<file path="config.mk">
export PLATFORM = sky130hd
export DESIGN_NAME = alu_arbiter
export DESIGN_NICKNAME = d
export VERILOG_FILES = /design/src/rtl/alu_arbiter_pkg.sv /design/src/rtl/rr_arb2.sv /design/src/rtl/alu_arbiter.sv
export SDC_FILE = /design/constraint.sdc
export NUM_CORES = 1
export LEC_CHECK = 0
export ABC_AREA = 1
export CORE_MARGIN = 3
export CORE_UTILIZATION = 39
export DETAILED_ROUTE_END_ITERATION = 8
export PLACE_DENSITY_LB_ADDON = 0.08
export SETUP_SLACK_MARGIN = 0.2
export SLEW_MARGIN = 30
export SYNTH_ARGS = -nofsm -noshare
export SYNTH_HDL_FRONTEND = slang
export SYNTH_HIERARCHICAL = 1
export SYNTH_SLANG_ARGS = --single-unit
</file>
<file path="constraint.sdc">
create_clock -name clk -period 2.5 [get_ports clk]
set_input_delay 0.375 -clock clk [delete_from_list [all_inputs] [get_ports clk]]
set_output_delay 0.375 -clock clk [all_outputs]
set_load 0.01 [all_outputs]
</file>
<file path="src/rtl/alu_arbiter_pkg.sv">
// alu_arbiter_pkg: shared definitions for the two-port ALU arbiter.
//   DEF_WIDTH  default operand/result width
//   state_e    arbiter FSM states
//   OP_ADD/SUB operation codes (match the ALU inst_id encoding)
package alu_arbiter_pkg;

  localparam int unsigned DEF_WIDTH = 16;

  typedef enum logic [1:0] {
    ST_IDLE  = 2'b00,
    ST_ISSUE = 2'b01,
    ST_RESP  = 2'b10
  } state_e;

  localparam logic OP_ADD = 1'b0;
  localparam logic OP_SUB = 1'b1;

endpackage

</file>
<file path="src/rtl/rr_arb2.sv">
// rr_arb2: combinational two-way winner select.
//   req0_i/req1_i  in   requests
//   last_grant_i   in   port granted most recently
//   gnt_o          out  winning port (0/1), meaningful when any_o is high
//   any_o          out  at least one request is high
module rr_arb2 #(
  parameter bit ROUND_ROBIN = 1'b1
) (
  input  logic req0_i,
  input  logic req1_i,
  input  logic last_grant_i,
  output logic gnt_o,
  output logic any_o
);

  // On conflict, round-robin favours the port not served last; fixed mode favours port 0.
  always_comb begin
    any_o = req0_i | req1_i;
    gnt_o = 1'b0;
    if (req0_i && req1_i) begin
      gnt_o = ROUND_ROBIN ? ~last_grant_i : 1'b0;
    end else if (req1_i) begin
      gnt_o = 1'b1;
    end
  end

endmodule

</file>
<file path="src/rtl/alu_arbiter.sv">
// alu_arbiter: shares one external add/subtract ALU between two requesters.
//   clk, reset               clock, async active-high reset
//   req*/op*/a*/b*           per-port request, operation and operands
//   done0/done1              one-cycle completion pulse to the served port
//   res_data/zero/pos        captured result and flags, held between operations
//   busy                     high while an operation is in flight
//   alu_inst_id/in0/in1      registered ALU drive
//   alu_out/zero/pos         ALU response
module alu_arbiter
  import alu_arbiter_pkg::*;
#(
  parameter int unsigned WIDTH       = DEF_WIDTH,
  parameter bit          ROUND_ROBIN = 1'b1
) (
  input  logic             clk,
  input  logic             reset,
  input  logic             req0,
  input  logic             req1,
  input  logic             op0,
  input  logic             op1,
  input  logic [WIDTH-1:0] a0,
  input  logic [WIDTH-1:0] b0,
  input  logic [WIDTH-1:0] a1,
  input  logic [WIDTH-1:0] b1,
  output logic             done0,
  output logic             done1,
  output logic [WIDTH-1:0] res_data,
  output logic             res_zero,
  output logic             res_pos,
  output logic             busy,
  output logic             alu_inst_id,
  output logic [WIDTH-1:0] alu_in0,
  output logic [WIDTH-1:0] alu_in1,
  input  logic [WIDTH-1:0] alu_out,
  input  logic [WIDTH-1:0] alu_zero,
  input  logic [WIDTH-1:0] alu_pos
);

  state_e           state_q;
  logic             last_grant_q;
  logic             grant_q;
  logic             done0_q, done1_q, busy_q;
  logic [WIDTH-1:0] res_data_q;
  logic             res_zero_q, res_pos_q;
  logic             alu_inst_id_q;
  logic [WIDTH-1:0] alu_in0_q, alu_in1_q;
  logic             arb_gnt, arb_any;

  // Only bit 0 of the ALU flag buses carries information.
  logic             unused_flag_bits;
  assign unused_flag_bits = ^{alu_zero[WIDTH-1:1], alu_pos[WIDTH-1:1]};

  rr_arb2 #(.ROUND_ROBIN(ROUND_ROBIN)) u_arb (
    .req0_i       (req0),
    .req1_i       (req1),
    .last_grant_i (last_grant_q),
    .gnt_o        (arb_gnt),
    .any_o        (arb_any)
  );

  // Grant / issue / respond sequencer; requests are only looked at in IDLE.
  always_ff @(posedge clk or posedge reset) begin
    if (reset) begin
      state_q       <= ST_IDLE;
      last_grant_q  <= 1'b1;
      grant_q       <= 1'b0;
      done0_q       <= 1'b0;
      done1_q       <= 1'b0;
      busy_q        <= 1'b0;
      res_data_q    <= '0;
      res_zero_q    <= 1'b0;
      res_pos_q     <= 1'b0;
      alu_inst_id_q <= 1'b0;
      alu_in0_q     <= '0;
      alu_in1_q     <= '0;
    end else begin
      done0_q <= 1'b0;
      done1_q <= 1'b0;
      case (state_q)
        ST_IDLE: begin
          if (arb_any) begin
            alu_inst_id_q <= arb_gnt ? op1 : op0;
            alu_in0_q     <= arb_gnt ? a1 : a0;
            alu_in1_q     <= arb_gnt ? b1 : b0;
            grant_q       <= arb_gnt;
            last_grant_q  <= arb_gnt;
            busy_q        <= 1'b1;
            state_q       <= ST_ISSUE;
          end
        end
        ST_ISSUE: begin
          res_data_q <= alu_out;
          res_zero_q <= alu_zero[0];
          res_pos_q  <= alu_pos[0];
          // done is registered here so it is high exactly during RESP
          done0_q    <= ~grant_q;
          done1_q    <= grant_q;
          state_q    <= ST_RESP;
        end
        ST_RESP: begin
          busy_q  <= 1'b0;
          state_q <= ST_IDLE;
        end
        default: begin
          busy_q  <= 1'b0;
          state_q <= ST_IDLE;
        end
      endcase
    end
  end

  assign done0       = done0_q;
  assign done1       = done1_q;
  assign busy        = busy_q;
  assign res_data    = res_data_q;
  assign res_zero    = res_zero_q;
  assign res_pos     = res_pos_q;
  assign alu_inst_id = alu_inst_id_q;
  assign alu_in0     = alu_in0_q;
  assign alu_in1     = alu_in1_q;

endmodule

</file>
==> Flow_metrics.wiki <==
{| class="wikitable"
! Metric !! Value
|-
| Achievable clock frequency || slightly above 600 MHz
|-
| Data required time at the worst endpoint || roughly 2.1 ns
|-
| Tot Pwr || ~4.8 mW
|-
| Total wire length after detailed routing || 6.98 mm
|-
| Buffers added on ports || ~140
|-
| Antenna violations before repair || 0
|-
| Path type of the worst min-delay path || input pin to asynchronous set/reset pin
|-
| Hpwl dp || ~5 mm
|-
| Area enclosed by the die boundary || ~8000 um2
|-
| CTS HTree Levels || 3
|-
| Time the final worst path needs with I/O delays and setup || 1.61 ns
|-
| Drt wl/cell || approximately 12 um
|-
| Worst setup skew after layout || ~0.007 ns
|-
| Actual slew at the worst max-slew pin || ~0.54 ns
|-
| Biggest cell delay along the critical path || 0.56 ns
|-
| Post-synth design cell area || about 2700 um2
|-
| GR Util All Layers || 18.4%
|-
| Starting Density || 41.1%
|-
| Area added between synthesis and finish || 62.6%
|-
| Area of the multi-input gates || 1030 um2
|-
| Number of flip-flops and latches in the synthesized netlist || between 50 and 60
|-
| DRC violation total after the first TritonRoute iteration || approximately 80
|-
| Diode insertion count for antenna repair || 0
|-
| Die width || 88.5 um
|-
| Chip height || ~90 um
|-
| Drt drc || 0
|-
| Vias per Instance || 4.42
|-
| Worst Setup Slack, final || roughly 0.89 ns
|-
| Floorplan core area || between 6000 and 7000 um2
|-
| Via count of the first global-routing pass || between 2000 and 2500
|-
| Power density over the cells || about 1100 nW/um2
|-
| Storage element area || 1450 um2
|-
| Final Max Slew Viols || 0
|-
| Max Root-Sink Buffers || 2
|-
| Setup Viol. Count Final || 0
|-
| CTS Root Cell || sky130_fd_sc_hd__clkbuf_8
|-
| Placement row count || 29
|-
| Largest net degree at the start of global routing || 34
|-
| Count of endpoints failing hold in the final timing report || 0
|-
| Layout net count || ~610
|-
| Share of the synthesized area in the top cell type || a little over half
|-
| Type of the setup path with the least slack || flip-flop to output port
|-
| Fill cell count || about 560
|-
| Post-synth net total || roughly 470
|-
| Residual overflow from global routing || 0
|-
| Worst VDD drop || roughly 440 uV
|-
| Cell taking the most area after synthesis || sky130_fd_sc_hd__dfrtp_1
|-
| Sequential area share after synthesis || between 50 and 60%
|-
| Clock latency on the worst-skew pair || about 0.32 ns
|-
| TritonCTS clock tree || yes
|-
| Total of max-cap violations || 0
|-
| Synthesis warning total || 6
|-
| Kind of cell adding the most delay to the critical path || buffers and inverters
|-
| Result of the run || completed
|-
| PostCTS Resize Cnt || 0
|-
| Count of hold-fix buffers inserted at cts || 0
|-
| Unrepaired setup endpoints after global routing || no
|-
| Post-synth cell types || 15
|-
| Max_slew headroom || about 64%
|-
| Clock-pin slew on the worst setup and hold paths || ~0.07 ns
|-
| 1st-pass router iterations || 4
|-
| Static power due to leakage || 2.22 nW
|-
| Crit-path slowest cell || sky130_fd_sc_hd__clkdlybuf4s50_1
|-
| Final estimated routing congestion in global placement || between 0.7 and 0.8
|-
| Data arrival, critical path || 1.23 ns
|-
| Final critical-path share of the clock period || between 60 and 70%
|-
| CTS Sinks || 58
|-
| Number of routed nets with antenna violations || 0
|-
| Number of vias in the routed layout || ~2500
|-
| Number of post-CTS setup repair buffers || 0
|-
| Setup_tns || 0 ns
|-
| Crit path launch type || flip-flop
|-
| Cell breakdown of the critical path || clkdlybuf4s50_1
|-
| Critical path endpoint category || output port
|-
| Global-route wire length before repair || 11.1 mm
|-
| Number of top-level design ports || ~170
|-
| Share of final-layout standard cells stronger than drive strength 1 || 6.43%
|-
| Cells after Synth || 350
|-
| Worst setup slack after placement || ~0.6 ns
|-
| Count of buffer and inverter cells on the critical path || 1
|-
| TritonCTS Buffers || 9
|-
| Top cells by area in the synthesized netlist || sky130_fd_sc_hd__dfrtp_1, sky130_fd_sc_hd__nand2_1, sky130_fd_sc_hd__buf_6
|-
| Worst-path fanout max || 2
|-
| Mean instance size in the synthesized netlist || ~7.6 um2
|-
| Fraction of the core area covered by cells at the end of the flow || around 67%
|}
==> routing by layer <==
| metal | vias to the layer above | global-route usage (%) | share of wire, % |
|---|---|---|---|
| li1 | 1327 | - | - |
| met1 | 1114 | 21.9 | 42 |
| met2 | 92 | 31.0 | 47 |
| met3 | 10 | 5.68 | 8.8 |
| met4 | 0 | 7.28 | 1.8 |
| met5 | - | 0 | 0 |
==> layout by cell type (no fill, tap or decap), drive strengths merged <==
| master | instances |
|---|---|
| inv | 8 |
| clkbuf | 9 |
| nand3 | 1 |
| clkdlybuf4s50 | 141 |
| nand2 | 261 |
| dfrtp | 57 |
| dfstp | 1 |
| bufinv | 2 |
| a21oi | 1 |
| buf | 7 |
| clkinv | 3 |
| nor2 | 4 |
| or2 | 1 |
| clkinvlp | 2 |
==> final cells by class <==
cell class	count	area share [%]
clock buffers	9	2.87
clock inverters	7	2.17
inverters	8	0.695
multi-input cells	268	23.9
flip-flops and latches	58	33.6
well taps	77	2.23
repair buffers	148	34.5
==> synthesized netlist by cell type <==
cell and instances:
sky130_fd_sc_hd__inv_2 4, sky130_fd_sc_hd__dfstp_2 1, sky130_fd_sc_hd__buf_2 5, sky130_fd_sc_hd__dfrtp_1 57, sky130_fd_sc_hd__clkbuf_8 3, sky130_fd_sc_hd__or2_1 1, sky130_fd_sc_hd__nand3_1 1, sky130_fd_sc_hd__nor2_1 3
sky130_fd_sc_hd__a21oi_1 1, sky130_fd_sc_hd__buf_4 1, sky130_fd_sc_hd__inv_1 4, sky130_fd_sc_hd__buf_6 7, sky130_fd_sc_hd__nand2_1 260, sky130_fd_sc_hd__nand2_2 1, sky130_fd_sc_hd__nor2_4 1
==> through the flow <==
stage	hold WS, ns	area, um2	std cells
after detailed placement	0.455	4100	559
final	0.384	4320	575
after floorplan	0.426	2660	350
after CTS	0.396	4320	575
after global routing	0.416	4320	575
after global placement	0.437	4100	559
==> final timing paths <==
path | startpoint | slack (ns) | to | cells after the start
max | alu_in1[0] | 0.89 | alu_in1[0] | 1
max in group asynchronous | reset | 1.41 | res_data[7] | 3
min reg2reg | grant_q | 0.45 | done0 | 1
min | reset | 0.38 | res_data[12] | 2
min in group clk | grant_q | 0.45 | done0 | 1
max reg2reg | last_grant_q | 1.09 | alu_in0[6] | 6
==> cell families after synthesis <==
group / synth area share [%]
AO/OA/AOI/OAI: 0.188
AND/OR/NAND/NOR: 38.2
buffers and inverters: 6.88
flip-flops: 54.7
==> registers in the layout, summed over array words and instances (netlist names), 2 cells and up <==
name      count
alu_in0      16
alu_in1      16
res_data     16
state_q       2
==> power by group <==
| group | internal [mW] | total [mW] | switching [mW] |
|---|---|---|---|
| Clock | 0.559 | 0.940 | 0.381 |
| Sequential | 1.39 | 1.63 | 0.236 |
| Combinational | 1.16 | 2.25 | 1.09 |
| Total | 3.11 | 4.81 | 1.71 |
(Power assumes the default switching activity.)
==> variant 1, RTL diff (config.mk and constraints unchanged) <==
Reset style: synchronous (`reset`), changed in one clocked block. Comments in the files are not updated.
--- a/src/rtl/alu_arbiter.sv
+++ b/src/rtl/alu_arbiter.sv
@@ -59,7 +59,7 @@
   );
 
   // Grant / issue / respond sequencer; requests are only looked at in IDLE.
-  always_ff @(posedge clk or posedge reset) begin
+  always_ff @(posedge clk) begin
     if (reset) begin
       state_q       <= ST_IDLE;
       last_grant_q  <= 1'b1;
Formal check against the unedited RTL: differs if reset is asserted again (counterexample within 4 cycles, from zero or initial values and one cycle with reset high); with reset held inactive, the same outputs for 10 cycles.
==> variant 1 against the unedited design <==
  * Count of clock-buffer cells in the layout increased by 2
  * Area after synthesis increased by 0.80%
  * Wire length decreased by 2.3%
  * Hold slack improved by 0.077 ns
  * Setup slack improved by 0.0059 ns
  * Sequential cell count unchanged
  * Design area decreased by 0.17%
  * Critical endpoint is now grant_q
  * Highest routed layer unchanged
Power is not compared: it rests on default switching activity, and its combinational part moved more than twofold at a synthesized area within 25%.
==> variant 1: results (changes against the unedited design) <==
r2r_start: "state_q[1]"  # was last_grant_q
synth_fp_nets: 536  # was 468
placed_area_mm2: 0.004091  # was 0.004100 mm^2
antenna_cells: 0  # unchanged
synth.area.top_cells: "dfxtp_1 (43%), nor2_1 (15%), nand2_1 (14%), inv_1 (9.4%), o21ai_0 (7.9%)"  # was dfrtp_1 (54%), nand2_1 (37%), buf_6 (3.0%), clkbuf_8 (1.6%), dfstp_2 (0.99%)
synth_compound_area_share_pct: 10.09  # was 0.1884%
cts-buffers-inserted: 9  # unchanged
cts_buffer_depth: 2  # unchanged
ys_seq_area_share_pct: 43.36  # was 54.69%
clock_latency_ns: 0.32  # about the same
dp_hpwl_um: 5091  # was 5130 um
drive_gt1_share_pct: 4.488  # was 6.426%
synthDistinctLibCells: 19  # was 15
hp-class: "flip-flop to flip-flop"  # was primary input to asynchronous set/reset pin
peakVddDrop_v: 0.0003145
reg2reg_to: "res_data[8]"  # was alu_in0[6]
status: "completed"  # unchanged
synthTopCellsByCount: "nor2_1 (104), nand2_1 (103), inv_1 (67)"  # was nand2_1 (260), dfrtp_1 (57), buf_6 (7)
synth_fa_ha_area_share_pct: 0  # unchanged
cp_top_family: "buffers and inverters"  # unchanged
synth-xor-area-share_pct: 0  # unchanged
power_leakage_nw: 1.974
path_max_fanout: 44  # was 2
path_clk_slew_ns: 0.07  # about the same
yosys_most_used_dff: "dfxtp_1"  # was dfrtp_1
slowest_delay_ns: 0.46  # was 0.56 ns
cts_resized: 0  # unchanged
totalWireLength_um: 6822  # was 6980 um
async_flop_share_pct: 0  # was 100.0%
final_nets: 670  # was 611
min_from: "grant_q"
vias: 2745  # was 2543
grt_pass1_vias: 2376  # was 2463
slew_headroom_pct: 56.55  # was 64.27%
grt_use_total_pct: 18.02  # was 18.36%
grt_max_degree: 45  # was 34
endpoint: "grant_q"  # was alu_in1[0]
tns_ns: 0  # unchanged
reg2regPathDepth: 5  # was 6
drtIter0Drc: 96  # was 79
switching_share_pct: 26.90
gp_congestion: 0.7105  # was 0.7634
startpoint: "req0"  # was alu_in1[0]
critPathArrivalTime_ns: 1.86  # was 1.23 ns
rrSetupSlack_ns: 1.00  # was 1.09 ns
post-cts-setup-buffers: 0  # unchanged
grt_pass1_wl_um: 11060  # was 11120 um
skew_ns: 0.004637  # was 0.007124 ns
drt-pass1-iter-count: 4  # unchanged
variant 1: how the worst min path moves through the flow:
stage / cells past startpoint / end / slack, ns
2_1_floorplan: 1 / done0 / 0.41
3_5_place_dp: 1 / done0 / 0.47
4_1_cts: 1 / done0 / 0.47
6_report: 1 / done0 / 0.46
5_1_grt: 1 / done0 / 0.47
3_3_place_gp: 1 / done0 / 0.44
variant 1: power by group through the flow:
stage | logic (W) | clock network [W] | registers, W
finish | 0.000706 | 0.000952 | 0.00107
floorplan | 0.000309 | 0 | 0.00114
global route | 0.000798 | 0.00102 | 0.00108
global placement | 0.000703 | 0 | 0.00109
CTS | 0.000717 | 0.000978 | 0.00107
detailed placement | 0.000713 | 0 | 0.00109
variant 1: per-stage QoR:
stage	std cells	setup slack [ns]	hold WS, ns
6_report	634	0.8960	0.4614
5_1_grt	634	0.7536	0.4739
4_1_cts	634	0.8784	0.4685
3_5_place_dp	618	0.5581	0.4671
3_3_place_gp	618	0.5932	0.4359
2_1_floorplan	418	1.282	0.4124
variant 1: logic make-up (layout without fill, tap and decap cells):
family | Yosys count | count (layout)
AND/OR/NAND/NOR | 214 | 214
flip-flops | 58 | 58
AO/OA/AOI/OAI | 54 | 54
buffers and inverters | 92 | 231
variant 1: layer usage:
metal | wire length [um] | global-route usage [%] | vias to the layer above | part of all wire, %
met5 | 0 | 0 | - | 0
met4 | 128 | 8.654 | 0 | 1.9
met3 | 661 | 5.493 | 10 | 9.7
met2 | 3145 | 29.22 | 87 | 46
met1 | 2887 | 21.69 | 1149 | 42
li1 | - | - | 1499 | -
variant 1: cell type report:
type / count / area (um^2)
clock buffer: 11 / 141.4
clock inverter: 5 / 77.57
fill: 590 / 2185
inverter: 70 / 262.8
multi-input combinational: 268 / 1105
sequential: 58 / 1161
tap: 77 / 96.34
timing repair buffer: 145 / 1466
==> variant 2, RTL diff (same settings) <==
Made on the original files. Set the package constant `DEF_WIDTH` to 32 (it was 16).
--- a/src/rtl/alu_arbiter_pkg.sv
+++ b/src/rtl/alu_arbiter_pkg.sv
@@ -4,7 +4,7 @@
 //   OP_ADD/SUB operation codes (match the ALU inst_id encoding)
 package alu_arbiter_pkg;
 
-  localparam int unsigned DEF_WIDTH = 16;
+  localparam int unsigned DEF_WIDTH = 32;
 
   typedef enum logic [1:0] {
     ST_IDLE  = 2'b00,
Ports: changed (10 resized); port bits go from 172 to 332. The function was not compared with the original's and may differ.
==> variant 2 against the unedited design <==
  * Hold slack improved by 0.089 ns
  * Register-to-register slack worse by 0.38 ns
  * Power grew 79%
  * Design area is 83% higher
  * Setup slack lost 0.34 ns
  * Sequential cell count up 48
  * Area after synthesis grew 82%
  * Critical path type is now primary input to flip-flop
  * Wire length up 110%
  * Via count rose by 91%
  * Clock skew shrank 0.0024 ns
  * Non-clock buffer count rose by 128
==> variant 2: results (changes against the unedited design) <==
vias: 4860  # was 2543
power_leakage_nw: 4.043  # was 2.218 nW
wl_met1_um: 5963  # was 2958 um
p_sw_w: 0.003157  # was 0.001708 W
hp-class: "flip-flop to flip-flop"  # was primary input to asynchronous set/reset pin
drive_gt1_share_pct: 3.501  # was 6.426%
slowest_delay_ns: 0.65  # was 0.56 ns
pg_clk_w: 0.00142  # was 0.000940 W
wl_met2_um: 7153  # was 3284 um
wire_per_inst_um: 13.38  # was 12.14 um
use_met1_pct: 25.73  # was 21.88%
skew_ns: 0.004755  # was 0.007124 ns
total_power_w: 0.008634  # was 0.004814 W
wl_met3_um: 1119  # was 613 um
numPortBuffers: 269  # was 141
crit_path_top_delay_cell: "clkinv_2"  # was clkdlybuf4s50_1
place_inst: 1066  # was 559
grt_max_degree: 107  # was 34
status: "completed"  # unchanged
drtIter0Drc: 249  # was 79
ys_seq_area_share_pct: 54.89  # was 54.69%
met3_usage_pct: 5.738  # was 5.680%
grt_pass1_wl_um: 23980  # was 11120 um
syn_inst: 656  # was 350
synth_compound_area_share_pct: 0.1035  # was 0.1884%
## variant 2: cell types whose count changed after synthesis
cell and change:
buf_2 +8, clkbuf_1 +3, dfrtp_1 +48, nand2_1 +240, clkbuf_8 -3, buf_4 +11
buf_6 -1, nor2_2 +1, nor2_4 -1, inv_1 +1, inv_2 -1
## variant 2: worst register-to-register path, delay by kind of cell (launching register included)
family                 cells  cell delay (ns)
buffers and inverters      1             0.65
and+or+nand+nor            4             0.50
AOI/OAI and AO/OA          1             0.15
DFF                        1             0.39
## variant 2: kinds of logic (layout without fill, tap and decap cells)
family	count (synthesis)	after routing
buffers and inverters	42	300
and+or+nand+nor	507	507
DFF	106	106
AOI/OAI and AO/OA	1	1
## variant 2: final timing paths
| kind | startpoint | to | slack [ns] | depth (start not counted) |
|---|---|---|---|---|
| hold reg to reg | grant_q | done0 | 0.47 | 1 |
| setup / recovery | req1 | alu_inst_id | 0.55 | 8 |
| min in group asynchronous | reset | res_data[20] | 0.55 | 3 |
| setup reg to reg | last_grant_q | alu_inst_id | 0.71 | 6 |
| max in group asynchronous | reset | alu_in1[3] | 1.52 | 3 |
| hold / removal | grant_q | done0 | 0.47 | 1 |
## variant 2: stage by stage
stage / worst slack [ns] / hold WS (ns)
6_report: 0.5507 / 0.4735
5_1_grt: 0.3374 / 0.4945
4_1_cts: 0.6138 / 0.4747
3_5_place_dp: 0.2632 / 0.4637
3_3_place_gp: 0.3526 / 0.4504
2_1_floorplan: 0.8523 / 0.4259
## variant 2: layout make-up
cell class | instances | area, um^2
fill | 1057 | 4151
timing repair buffer | 276 | 2770
sequential | 106 | 2654
multi-input combinational | 508 | 1936
clock buffer | 11 | 252.7
tap | 168 | 210.2
clock inverter | 5 | 52.55
inverter | 8 | 35.03
